File: src/rtl/serial_adder_if.sv
// Operand/result bundle for the digit-serial adder: the requester (master) drives
// operands and start, and the adder (slave) answers with busy/done and the result.
interface serial_adder_if #(
    parameter int WIDTH = 8
) ();
    logic             start;
    logic             sub;
    logic [WIDTH-1:0] a;
    logic [WIDTH-1:0] b;
    logic             cin;
    logic             busy;
    logic             done;
    logic [WIDTH-1:0] sum;
    logic             cout;
    logic             overflow;

    modport master (
        output start, sub, a, b, cin,
        input  busy, done, sum, cout, overflow
    );

    modport slave (
        input  start, sub, a, b, cin,
        output busy, done, sum, cout, overflow
    );
endinterface

File: src/rtl/serial_adder.sv
// Digit-serial adder/subtractor: a DIGIT-bit ripple slice with a registered carry walks
// the operands LSB-first over WIDTH/DIGIT cycles; results are held until the next completion.
module serial_adder #(
    parameter int WIDTH = 8,
    parameter int DIGIT = 1
) (
    input logic          clk,
    input logic          rst_n,
    serial_adder_if.slave bus
);

    localparam int N  = WIDTH / DIGIT;
    localparam int CW = (N > 1) ? $clog2(N) : 1;
    localparam logic [CW-1:0] K_LAST = CW'(N - 1);

    generate
        if (WIDTH < 1 || DIGIT < 1 || (WIDTH % DIGIT) != 0) begin : g_bad_cfg
            $error("serial_adder: DIGIT must be >= 1 and divide WIDTH exactly");
        end
    endgenerate

    typedef enum logic [1:0] {
        IDLE = 2'd0,
        RUN  = 2'd1,
        DONE = 2'd2
    } state_t;

    state_t           state;
    logic [WIDTH-1:0] a_r;
    logic [WIDTH-1:0] b_r;
    logic [WIDTH-1:0] res_r;
    logic             c_r;
    logic [CW-1:0]    k;

    // Returns {carry into the digit's top bit, carry out, DIGIT sum bits}.
    function automatic logic [DIGIT+1:0] digit_add(input logic [DIGIT-1:0] x,
                                                   input logic [DIGIT-1:0] y,
                                                   input logic             ci);
        logic [DIGIT-1:0] s;
        logic             c;
        logic             c_top;
        s     = '0;
        c     = ci;
        c_top = ci;
        for (int i = 0; i < DIGIT; i++) begin
            c_top = c;
            s[i]  = x[i] ^ y[i] ^ c;
            c     = (x[i] & y[i]) | (c & (x[i] ^ y[i]));
        end
        return {c_top, c, s};
    endfunction

    logic [DIGIT+1:0]       slice;
    logic [WIDTH+DIGIT-1:0] res_cat;
    logic [WIDTH-1:0]       res_nxt;

    // New digit enters at the top so that after N shifts the LSB digit sits at bit 0.
    always_comb begin
        slice   = digit_add(a_r[DIGIT-1:0], b_r[DIGIT-1:0], c_r);
        res_cat = {slice[DIGIT-1:0], res_r};
        res_nxt = WIDTH'(res_cat >> DIGIT);
    end

    always_ff @(posedge clk) begin
        if (!rst_n) begin
            state        <= IDLE;
            a_r          <= '0;
            b_r          <= '0;
            res_r        <= '0;
            c_r          <= 1'b0;
            k            <= '0;
            bus.busy     <= 1'b0;
            bus.done     <= 1'b0;
            bus.sum      <= '0;
            bus.cout     <= 1'b0;
            bus.overflow <= 1'b0;
        end else begin
            bus.done <= 1'b0;
            case (state)
                IDLE: begin
                    if (bus.start) begin
                        a_r      <= bus.a;
                        b_r      <= bus.sub ? ~bus.b : bus.b;
                        c_r      <= bus.cin ^ bus.sub;
                        res_r    <= '0;
                        k        <= '0;
                        bus.busy <= 1'b1;
                        state    <= RUN;
                    end
                end
                RUN: begin
                    a_r   <= a_r >> DIGIT;
                    b_r   <= b_r >> DIGIT;
                    res_r <= res_nxt;
                    c_r   <= slice[DIGIT];
                    k     <= k + CW'(1);
                    if (k == K_LAST) begin
                        bus.sum      <= res_nxt;
                        bus.cout     <= slice[DIGIT];
                        bus.overflow <= slice[DIGIT+1] ^ slice[DIGIT];
                        bus.done     <= 1'b1;
                        state        <= DONE;
                    end
                end
                DONE: begin
                    bus.busy <= 1'b0;
                    state    <= IDLE;
                end
                default: begin
                    bus.busy <= 1'b0;
                    state    <= IDLE;
                end
            endcase
        end
    end

endmodule

File: src/flat_wrapper.sv
// flat-port wrapper written by rule: the top's interface ports become plain ports
module serial_adder_flat 
#(
    parameter int WIDTH = 8,
    parameter int DIGIT = 1
)
  (clk, rst_n, bus_start, bus_sub, bus_a, bus_b, bus_cin, bus_busy, bus_done, bus_sum, bus_cout, bus_overflow);
  serial_adder_if #(.WIDTH(WIDTH)) bus_i ();
  input logic clk;
  input logic rst_n;
  input wire logic [$bits(bus_i.start)-1:0] bus_start;
  input wire logic [$bits(bus_i.sub)-1:0] bus_sub;
  input wire logic [$bits(bus_i.a)-1:0] bus_a;
  input wire logic [$bits(bus_i.b)-1:0] bus_b;
  input wire logic [$bits(bus_i.cin)-1:0] bus_cin;
  output wire logic [$bits(bus_i.busy)-1:0] bus_busy;
  output wire logic [$bits(bus_i.done)-1:0] bus_done;
  output wire logic [$bits(bus_i.sum)-1:0] bus_sum;
  output wire logic [$bits(bus_i.cout)-1:0] bus_cout;
  output wire logic [$bits(bus_i.overflow)-1:0] bus_overflow;
  assign bus_i.start = bus_start;
  assign bus_i.sub = bus_sub;
  assign bus_i.a = bus_a;
  assign bus_i.b = bus_b;
  assign bus_i.cin = bus_cin;
  assign bus_busy = bus_i.busy;
  assign bus_done = bus_i.done;
  assign bus_sum = bus_i.sum;
  assign bus_cout = bus_i.cout;
  assign bus_overflow = bus_i.overflow;
  serial_adder #(.WIDTH(WIDTH), .DIGIT(DIGIT)) u_core (.clk(clk), .rst_n(rst_n), .bus(bus_i));
endmodule
File: config.mk
export PLATFORM = sky130hd
export DESIGN_NAME = serial_adder_flat
export DESIGN_NICKNAME = d
export VERILOG_FILES = /design/src/rtl/serial_adder_if.sv /design/src/rtl/serial_adder.sv /design/src/flat_wrapper.sv
export SDC_FILE = /design/constraint.sdc
export NUM_CORES = 1
export LEC_CHECK = 0
export BUFFER_PORTS_ARGS = -buffer_cell sky130_fd_sc_hd__buf_2
export CORE_MARGIN = 2
export CORE_UTILIZATION = 54
export DETAILED_ROUTE_END_ITERATION = 6
export PLACE_DENSITY = 0.78
export SLEW_MARGIN = 20
export SYNTH_ARGS = -nofsm -noshare
export SYNTH_HDL_FRONTEND = slang
export SYNTH_SLANG_ARGS = --single-unit
export TNS_END_PERCENT = 50
File: constraint.sdc
create_clock -name clk -period 1.6 [get_ports clk]
set_input_delay 0 -clock clk [delete_from_list [all_inputs] [get_ports clk]]
set_output_delay 0 -clock clk [all_outputs]
set_load 0.05 [all_outputs]
==> flow_summary.ini, run 1 <==
[yosys]
synth_top_family_by_area = compound AO/OA/AOI/OAI gates
ys_top_cells_by_area = dfxtp_1 (45%), a22oi_1 (4.6%), nand3_1 (4.4%), o221a_2 (4.4%), xnor2_1 (4.4%)
synth_ff_type = dfxtp_1
synth_xor_area_share_pct = 4.84
synth_top_area_share_pct = 45.4
synth-simple-area-share_pct = 19.4
synthCells = 181
synth_area_mm2 = 0.00181
synthMuxAreaShare_pct = 0.554
synth_cell_types = 34
synth_fp_nets = 205
synth-seq-cells = 41
seq_area_frac_synth_pct = 45.4
yosysWarnings = 0
synth_edf_count = 0
async_flop_share_pct = 0
synth.avg_cell_area_um2 = 9.99
synth_fa_ha_area_share_pct = 2.49
synth_compound_area_share_pct = 21.0
yosys.area.top_type = dfxtp_1

[die]
initial_core_util_pct = 55.0
ios = 33
die_x_um = 61.9
core_area_mm2 = 0.00328
rows = 21
die_area_mm2 = 0.00383
die_h_um = 61.9

[timing]
finalMaxSlewViolations = 0
setup_viol = 0
whs_ps = 38.2
grt_setup_unrepaired = no
finalCriticalPeriod_ps = 1420
period_share_pct = 88.7
tns_ps = 0
fmax_mhz = 705
slew_headroom_pct = 66.0
hold_viol = 0
worst_pin_slew_ps = 511
fin_skew_ps = 12.9

[worst_setup_path]
required_ps = 1850
worst_ep_arrival_time_ps = 1670
crit_fanout = 13
r2r-start = u_core.k[0]
cp-end-kind = flip-flop
startpoint_type = flip-flop
crit_start = u_core.k[0]
rrSetupSlack_ps = 180
critical_path_class = reg -> reg
rr_endpoint = u_core.bus.overflow
worst-r2r-cell-count = 5

[min_path]
holdCritStartpoint = bus_b[7]
holdPathEnd = u_core.b_r[7]
hold_path_depth = 4
hp-class = in -> reg

[outcome]
status = complete, no violations

[clock_network]
clock_path_buffers = 2
clock_latency_ps = 360
clk_pin_slew_ps = 120
cts_root_buf = clkbuf_4
cts_buffers = 5
post_cts_buffers = 0
cts_sinks = 41
cts_tree = yes
cts_htree_levels = 2

[layout]
nets = 243
antenna_cells = 0
area_delta_synth_final_pct = 18.6
post_route_cells_drive_above_1_share_pct = 25.9

[drt]
routed_wl_um = 3490
drtIter0Drc = 17
ant_nets = 0
wire_per_inst_um = 13.1
drt_pass1_iterations = 4
route.detailed.drc = 0
viasPerCell = 5.38
dr_total_vias = 1431

[placement]
gp_congestion = 0.765
io_buffers = 32
hpwlAfterDp_um = 2330

[run]
max-cap-violations = 0

[pwr]
leakage_nw = 0.879
irDropWorstVdd_v = 0.000678
power_mw = 2.16
powerDensity_mw_per_mm2 = 1010

[global_route]
grt.total_usage_pct = 21.0
grt-ovfl-total = 0
grt_max_degree = 34
antenna_found_initial = 0
first_global_vias = 1303
grt_pass1_wl_um = 5790
## kinds of logic after synthesis
kind of cell               Yosys count
adders and majority gates            3
DFF                                 41
xor gates and xnor gates            10
buffers and inverters               15
muxes                                1
AOI/OAI and AO/OA                   46
and+or+nand+nor                     65
## how the worst max path moves through the flow
stage                          end  slack [ps]  cells past startpoint
6_report       u_core.bus.overflow         180                      5
2_1_floorplan  u_core.bus.overflow         250                      5
3_5_place_dp   u_core.bus.overflow         220                      5
3_3_place_gp   u_core.bus.overflow         260                      5
4_1_cts        u_core.bus.overflow         180                      5
5_1_grt                u_core.k[1]          80                      4
## flip-flops by register name, indices dropped and copies added, names as in the netlist
| name | cells |
|---|---|
| u_core.bus.busy | 1 |
| u_core.res_r | 7 |
| u_core.a_r | 8 |
| u_core.bus.overflow | 1 |
| u_core.state | 2 |
| u_core.bus.sum | 8 |
| u_core.bus.cout | 1 |
| u_core.bus.done | 1 |
| u_core.k | 3 |
| u_core.c_r | 1 |
| u_core.b_r | 8 |
## final cells by class
cell class	instances	area (um2)
clock inverter	3	65.1
multi-input combinational	125	880
tap	46	57.6
clock buffer	5	37.5
inverter	1	3.75
sequential	41	821
timing repair buffer	45	280
fill	272	1140
## power breakdown
group	internal, mW	switching (mW)
clock network	0.484	0.338
registers	1.06	0.0272
logic	0.127	0.122
## cells in the final DEF (no fill, tap or decap)
cell type / instances
o211ai_1: 8
clkbuf_4: 5
buf_4: 4
nor2_1: 9
inv_1: 1
nand2_1: 19
a211oi_1: 1
fa_1: 1
a2bb2oi_1: 7
dfxtp_1: 41
bufinv_16: 2
nand3_1: 16
xnor2_1: 9
nor2b_1: 12
a21oi_1: 1
a22oi_1: 11
o221a_2: 7
mux2i_1: 1
xor2_1: 1
nor3b_4: 1
nor2b_4: 1
and2_1: 2
nand2_2: 1
clkinv_2: 1
nor2_2: 1
o21bai_1: 1
nand2b_1: 1
a21boi_1: 9
nand3b_4: 1
o211a_1: 1
buf_2: 32
ha_1: 2
dlygate4sd3_1: 9
and3b_4: 1
## metal layers
| metal | global-route usage (%) | part of all wire (%) |
|---|---|---|
| met1 | 24.2 | 45 |
| met2 | 35.9 | 49 |
| met3 | 7.04 | 4.1 |
| met4 | 7.90 | 1.8 |
| met5 | 0 | 0 |
## synth_stat cells, types with 2 or more instances
master and count:
a21boi_1 9, a22oi_1 11, a2bb2oi_1 7, and2_1 2
buf_2 2, buf_4 2, buf_6 6, clkbuf_1 2
dfxtp_1 41, ha_1 2, nand2_1 19, nand3_1 16
nor2_1 9, nor2b_1 12, o211ai_1 8, o221a_2 7
xnor2_1 9
## worst max-delay path: stages (launching register included)
cell,delay [ps]
dfxtp_1,370
ha_1,180
ha_1,260
and3b_4,320
nand2_1,80
o211a_1,120
## timing repair
| action | CTS | global route |
|---|---|---|
| setup endpoints to repair | 0 | 1 |
| hold endpoints to repair | 9 | 0 |
| resized for setup | 0 | 1 |
| hold buffers | 9 | 0 |
## stage by stage
stage / setup slack (ps) / instance area [um2] / utilization [%] / instances
6_report: 181 / 2140 / 65.3 / 266
3_5_place_dp: 215 / 1950 / 59.3 / 249
2_1_floorplan: 249 / 1810 / - / 181
3_3_place_gp: 259 / 1950 / 59.3 / 249
4_1_cts: 179 / 2140 / 65.1 / 266
5_1_grt: 75.4 / 2140 / 65.3 / 266
Note: power is estimated with default switching activity, not from simulation.
==> run 2, diff against run 1 <==
CORE_MARGIN = default   (was 2)
GPL_TIMING_DRIVEN = 0   (was default)
==> run 2 against run 1 <==
  * Clock power decreased by 35%
  * Final cell count up 2.6%
  * Sequential share of layout area fell by 0.51 points
  * Critical endpoint unchanged
  * Largest cell class unchanged
==> flow_summary.ini, run 2 (synthesis gave the netlist of run 1 again) <==
[drt]
ant_nets = 0
wire_per_inst_um = 14.1
drt_pass1_iterations = 5
viasPerCell = 5.53
dr_total_vias = 1511
drtIter0Drc = 66
route.detailed.drc = 0
routed_wl_um = 3860

[clock_network]
cts_tree = yes
hold_buffers = 10
cts_sinks = 41
postCtsResizedCells = 0
clock_path_buffers = 2
cts_buffers = 5
cts_root_buf = clkbuf_4
post_cts_buffers = 0
clock_latency_ps = 340
clk_pin_slew_ps = 120
cts_htree_levels = 2

[layout]
antenna_cells = 0
nets = 253
num-fill-cells = 254
fin_area_mm2 = 0.00217
most-common-layout-cells = dfxtp_1 (41), buf_2 (33), nand2_1 (19)
post_route_cells_drive_above_1_share_pct = 26.6
final_common_cell = dfxtp_1
top_regs = u_core.a_r x8, u_core.b_r x8, u_core.bus.sum x8
area_delta_synth_final_pct = 20.2

[timing]
fmax_mhz = 701
hold_viol = 0
period_share_pct = 89.2
grt_setup_unrepaired = no
worst_pin_slew_ps = 456
setup_viol = 0
finalMaxSlewViolations = 0
finalCriticalPeriod_ps = 1430
tns_ps = 0
whs_ps = 46.9
slew_headroom_pct = 69.6
fin_skew_ps = 7.45

[die]
core_area_mm2 = 0.00310
rows = 20
initial_core_util_pct = 58.3
ios = 33
die_area_mm2 = 0.00358
die_x_um = 59.9
die_h_um = 59.9

[worst_setup_path]
worst-r2r-cell-count = 5
worst_ep_arrival_time_ps = 1680
startpoint_type = flip-flop
cp-end-kind = flip-flop
required_ps = 1850
crit_fanout = 10
critical_path_class = reg -> reg

[min_path]
hold_path_depth = 4
hp-class = in -> reg

[global_route]
grt_max_degree = 12
antenna_found_initial = 0
first_global_vias = 1418
grt-ovfl-total = 0
grt.total_usage_pct = 23.8
grt_pass1_wl_um = 6330

[placement]
hpwlAfterDp_um = 2570
gp_congestion = 0.787
place_area_mm2 = 0.00202
io_buffers = 31

[pwr]
power_mw = 1.90
pwr-share-comb_pct = 14.4
power_frac_clock_pct = 28.0
p_sw_mw = 0.482
seq_power_share_pct = 57.6
powerDensity_mw_per_mm2 = 872
irDropWorstVdd_v = 0.000708
leakage_nw = 0.894
internal_power_mw = 1.41
p_sw_share_pct = 25.4

[run]
max-cap-violations = 0

[outcome]
status = complete, no violations
-- run 2: cell type report --
class                      instances  area (um2)  area share [%]
multi-input combinational        125         875            40.2
sequential                        41         821            37.8
timing repair buffer              41         255            11.7
buffer                            14         109            5.01
clock buffer                       7        55.1            2.53
tap                               44        55.1            2.53
inverter                           1        3.75           0.173
-- run 2: through the flow --
stage | worst slack [ps] | utilization (%) | instances
after detailed placement | 183 | 65.0 | 256
after global placement | 197 | 65.0 | 256
after CTS | 173 | 70.0 | 273
after floorplan | 249 | - | 181
final | 174 | 70.0 | 273
after global routing | 71.1 | 70.0 | 273
-- run 2: layer usage --
layer	track usage (%)	vias up	part of all wire [%]
li1	-	739	-
met1	27.7	723	44
met2	43.3	41	50
met3	4.98	8	4.6
met4	6.98	0	1.2
met5	0	-	0
-- run 2: final timing paths --
path | from | to | slack, ps
setup reg to reg | u_core.k[0] | u_core.bus.overflow | 170
setup / recovery | u_core.k[0] | u_core.bus.overflow | 170
hold / removal | bus_b[7] | u_core.b_r[7] | 50
hold reg to reg | u_core.bus.sum[0] | u_core.bus.sum[0] | 460
-- run 2: critical path, cell delays in order (launching register included) --
cell and delay [ps]:
dfxtp_1 340, ha_1 200, ha_1 240, and3b_4 230, buf_6 140, o211a_1 190
-- run 2: power by group through the flow --
stage | combinational (mW) | sequential [mW] | clock, mW
after CTS | 0.270 | 1.09 | 0.528
after global routing | 0.296 | 1.10 | 0.573
after global placement | 0.242 | 1.11 | 0
final | 0.273 | 1.09 | 0.531
after detailed placement | 0.250 | 1.11 | 0
after floorplan | 0.178 | 1.11 | 0
==> run 3, diff against run 2 <==
ABC_AREA = 1   (was default)
CELL_PAD_IN_SITES_DETAIL_PLACEMENT = 1   (was default)
CELL_PAD_IN_SITES_GLOBAL_PLACEMENT = 2   (was default)
CORE_UTILIZATION = 30   (was 54)
PLACE_DENSITY = default   (was 0.78)
PLACE_DENSITY_LB_ADDON = 0.1   (was default)
REMOVE_ABC_BUFFERS = 1   (was default)
==> run 3 against run 2 <==
  * Sequential share of layout area is 0.15 points higher
  * Critical path depth up 2
  * Global-route usage decreased by 8.6 points
  * Combinational power decreased by 8.8%
  * Non-clock buffer count shrank 21
  * Highest routed layer unchanged
  * Largest cell class unchanged
  * Utilization down 33 points
  * Die area up 81%
==> flow_summary.ini, run 3 <==
[clock_network]
cts_root_buf = clkbuf_8
cts_tree = yes
clock_path_buffers = 2
clk_pin_slew_ps = 80
cts_buffers = 5
post_cts_buffers = 0
cts_sinks = 41
cts_htree_levels = 2
clock_latency_ps = 290

[layout]
post_route_cells_drive_above_1_share_pct = 16.6
final_common_cell = nand2_1
area_delta_synth_final_pct = 17.1
top_regs = u_core.a_r x8, u_core.b_r x8, u_core.bus.sum x8
antenna_cells = 0
nets = 325
post-route-util_pct = 36.6
most-common-layout-cells = nand2_1 (84), nor2_1 (46), dfxtp_1 (41)

[global_route]
use_met3_pct = 3.18
grt_pass1_wl_um = 7610
grt.total_usage_pct = 15.2
grt_max_degree = 28
antenna_found_initial = 0
global_route.usage.met1_pct = 18.2
first_global_vias = 1661
grt-ovfl-total = 0
busiest_layer = met2
grtUsageMet2_pct = 27.0

[drt]
routed_wl_um = 4360
dr_total_vias = 1705
viasPerCell = 4.52
wire_per_inst_um = 11.6
ant_nets = 0
route.detailed.drc = 0
drtIter0Drc = 64
drt_pass1_iterations = 4

[worst_setup_path]
worst-r2r-cell-count = 7
worst_ep_arrival_time_ps = 1500
cp-end-kind = flip-flop
r2r-start = u_core.state[1]
crit_fanout = 26
critical_path_class = reg -> reg
required_ps = 1760
rr_endpoint = u_core.a_r[1]
startpoint_type = flip-flop
rrSetupSlack_ps = 260

[die]
die_area_mm2 = 0.00648
rows = 28
core_area_mm2 = 0.00592
initial_core_util_pct = 31.2
ios = 33
die_h_um = 80.5
die_x_um = 80.5

[pwr]
powerDensity_mw_per_mm2 = 964
power_mw = 2.09
p_sw_mw = 0.551
internal_power_mw = 1.53
p_sw_share_pct = 26.4
pwr-share-comb_pct = 11.9
seq_power_share_pct = 51.9
leakage_nw = 1.09
irDropWorstVdd_v = 0.000335
power_frac_clock_pct = 36.1

[timing]
setup_viol = 0
hold_viol = 0
worst_pin_slew_ps = 809
period_share_pct = 83.5
fin_skew_ps = 3.64
grt_setup_unrepaired = no
fmax_mhz = 749
finalCriticalPeriod_ps = 1340
slew_headroom_pct = 45.8
finalMaxSlewViolations = 0

[yosys]
synth_edf_count = 0
synth.avg_cell_area_um2 = 6.82
yosysWarnings = 0
async_flop_share_pct = 0
synth-seq-cells = 41
synth_most_common_cell = nand2_1
synthCells = 271
synth_cell_types = 21
ys_top_cells_by_count = nand2_1 (85), nor2_1 (46), dfxtp_1 (41), nand3_1 (36), inv_1 (19)
synth_ff_type = dfxtp_1
synth_top_area_share_pct = 44.4
synth_area_mm2 = 0.00185
seq_area_frac_synth_pct = 44.4
ys_top_cells_by_area = dfxtp_1 (44%), nand2_1 (17%), nand3_1 (9.7%), nor2_1 (9.3%), inv_1 (3.9%)
yosys.area.top_type = dfxtp_1

[min_path]
holdCritStartpoint = bus_a[5]
hp-class = in -> reg
holdPathEnd = u_core.a_r[5]
hold_path_depth = 5

[placement]
hpwlAfterDp_um = 2890
io_buffers = 32
gp_congestion = 0.653

[run]
max-cap-violations = 0

[outcome]
status = complete, no violations
-- run 3: changes by cell type after synthesis, moves of 9 or more --
cell / previous run / this run
nand3_1: 16 / 36
a22oi_1: 11 / 0
a21oi_1: 1 / 14
inv_1: 1 / 19
nor2_1: 9 / 46
nor2b_1: 12 / 0
xnor2_1: 9 / 0
a21boi_1: 9 / 0
nand2_1: 19 / 85
-- run 3: stage by stage --
| step | hold WS, ps | std cells | area [um2] | setup TNS (ps) | setup WS (ps) |
|---|---|---|---|---|---|
| global placement | 257 | 367 | 2040 | -981 | -156 |
| global route | 66.1 | 377 | 2160 | 0 | 81.8 |
| CTS | 33.3 | 377 | 2160 | 0 | 113 |
| finish | 42.1 | 377 | 2160 | 0 | 264 |
| detailed placement | 261 | 367 | 2040 | -1270 | -203 |
| floorplan | 97.6 | 260 | 1780 | 0 | 313 |
-- run 3: worst max-delay path, cell delays in order (launching register included) --
cell and delay [ps]:
dfxtp_1 390, inv_2 80, nand2_4 240, inv_4 190
nand2_1 100, nand2_1 50, nor2_1 90, nor2_1 40
-- run 3: kinds of logic after synthesis --
group | share of synthesized area [%]
AO/OA/AOI/OAI | 4.60
XOR/XNOR | 0.947
adder cells (fa/ha/maj) | 2.44
buffers and inverters | 8.86
flip-flops | 44.4
AND/OR/NAND/NOR | 38.8
-- run 3: power by group through the flow --
stage,clock (mW),combinational [mW],sequential (mW)
after floorplan,0,0.155,1.11
after global placement,0,0.245,1.11
after detailed placement,0,0.250,1.11
after CTS,0.779,0.256,1.08
after global routing,0.823,0.292,1.09
final,0.754,0.249,1.08
-- run 3: layout make-up --
type                            count  area [um2]
Multi-Input combinational cell    194         872
Clock buffer                        7        96.3
Timing Repair Buffer               34         180
Fill cell                         780        3760
Inverter                           25        96.3
Clock inverter                      1        5.00
Tap cell                           75        93.8
Sequential cell                    41         821
-- run 3: metal layers --
metal / vias up / wire (um)
met5: - / 0
met4: 0 / 59
met3: 4 / 140
met2: 27 / 2030
met1: 775 / 2130
li1: 899 / -
-- run 3: worst max path at each step --
stage               startpoint            end  depth (start not counted)  slack, ps
6_report       u_core.state[1]  u_core.a_r[1]                          7        260
5_1_grt        u_core.state[1]  u_core.b_r[1]                          7         80
4_1_cts        u_core.state[1]  u_core.a_r[1]                          6        110
3_5_place_dp   u_core.state[1]  u_core.a_r[4]                          6       -200
3_3_place_gp   u_core.state[1]  u_core.a_r[6]                          6       -160
2_1_floorplan  u_core.state[1]  u_core.a_r[0]                          6        310
-- run 3: what timing repair did --
| action | 4_1_cts | 5_1_grt |
|---|---|---|
| hold buffers | 2 | 0 |
| gates resized for setup | 1 | 1 |
| endpoints found under the hold margin | 2 | 0 |
| pin swaps | 0 | 0 |
| endpoints found under the setup margin | 7 | 5 |
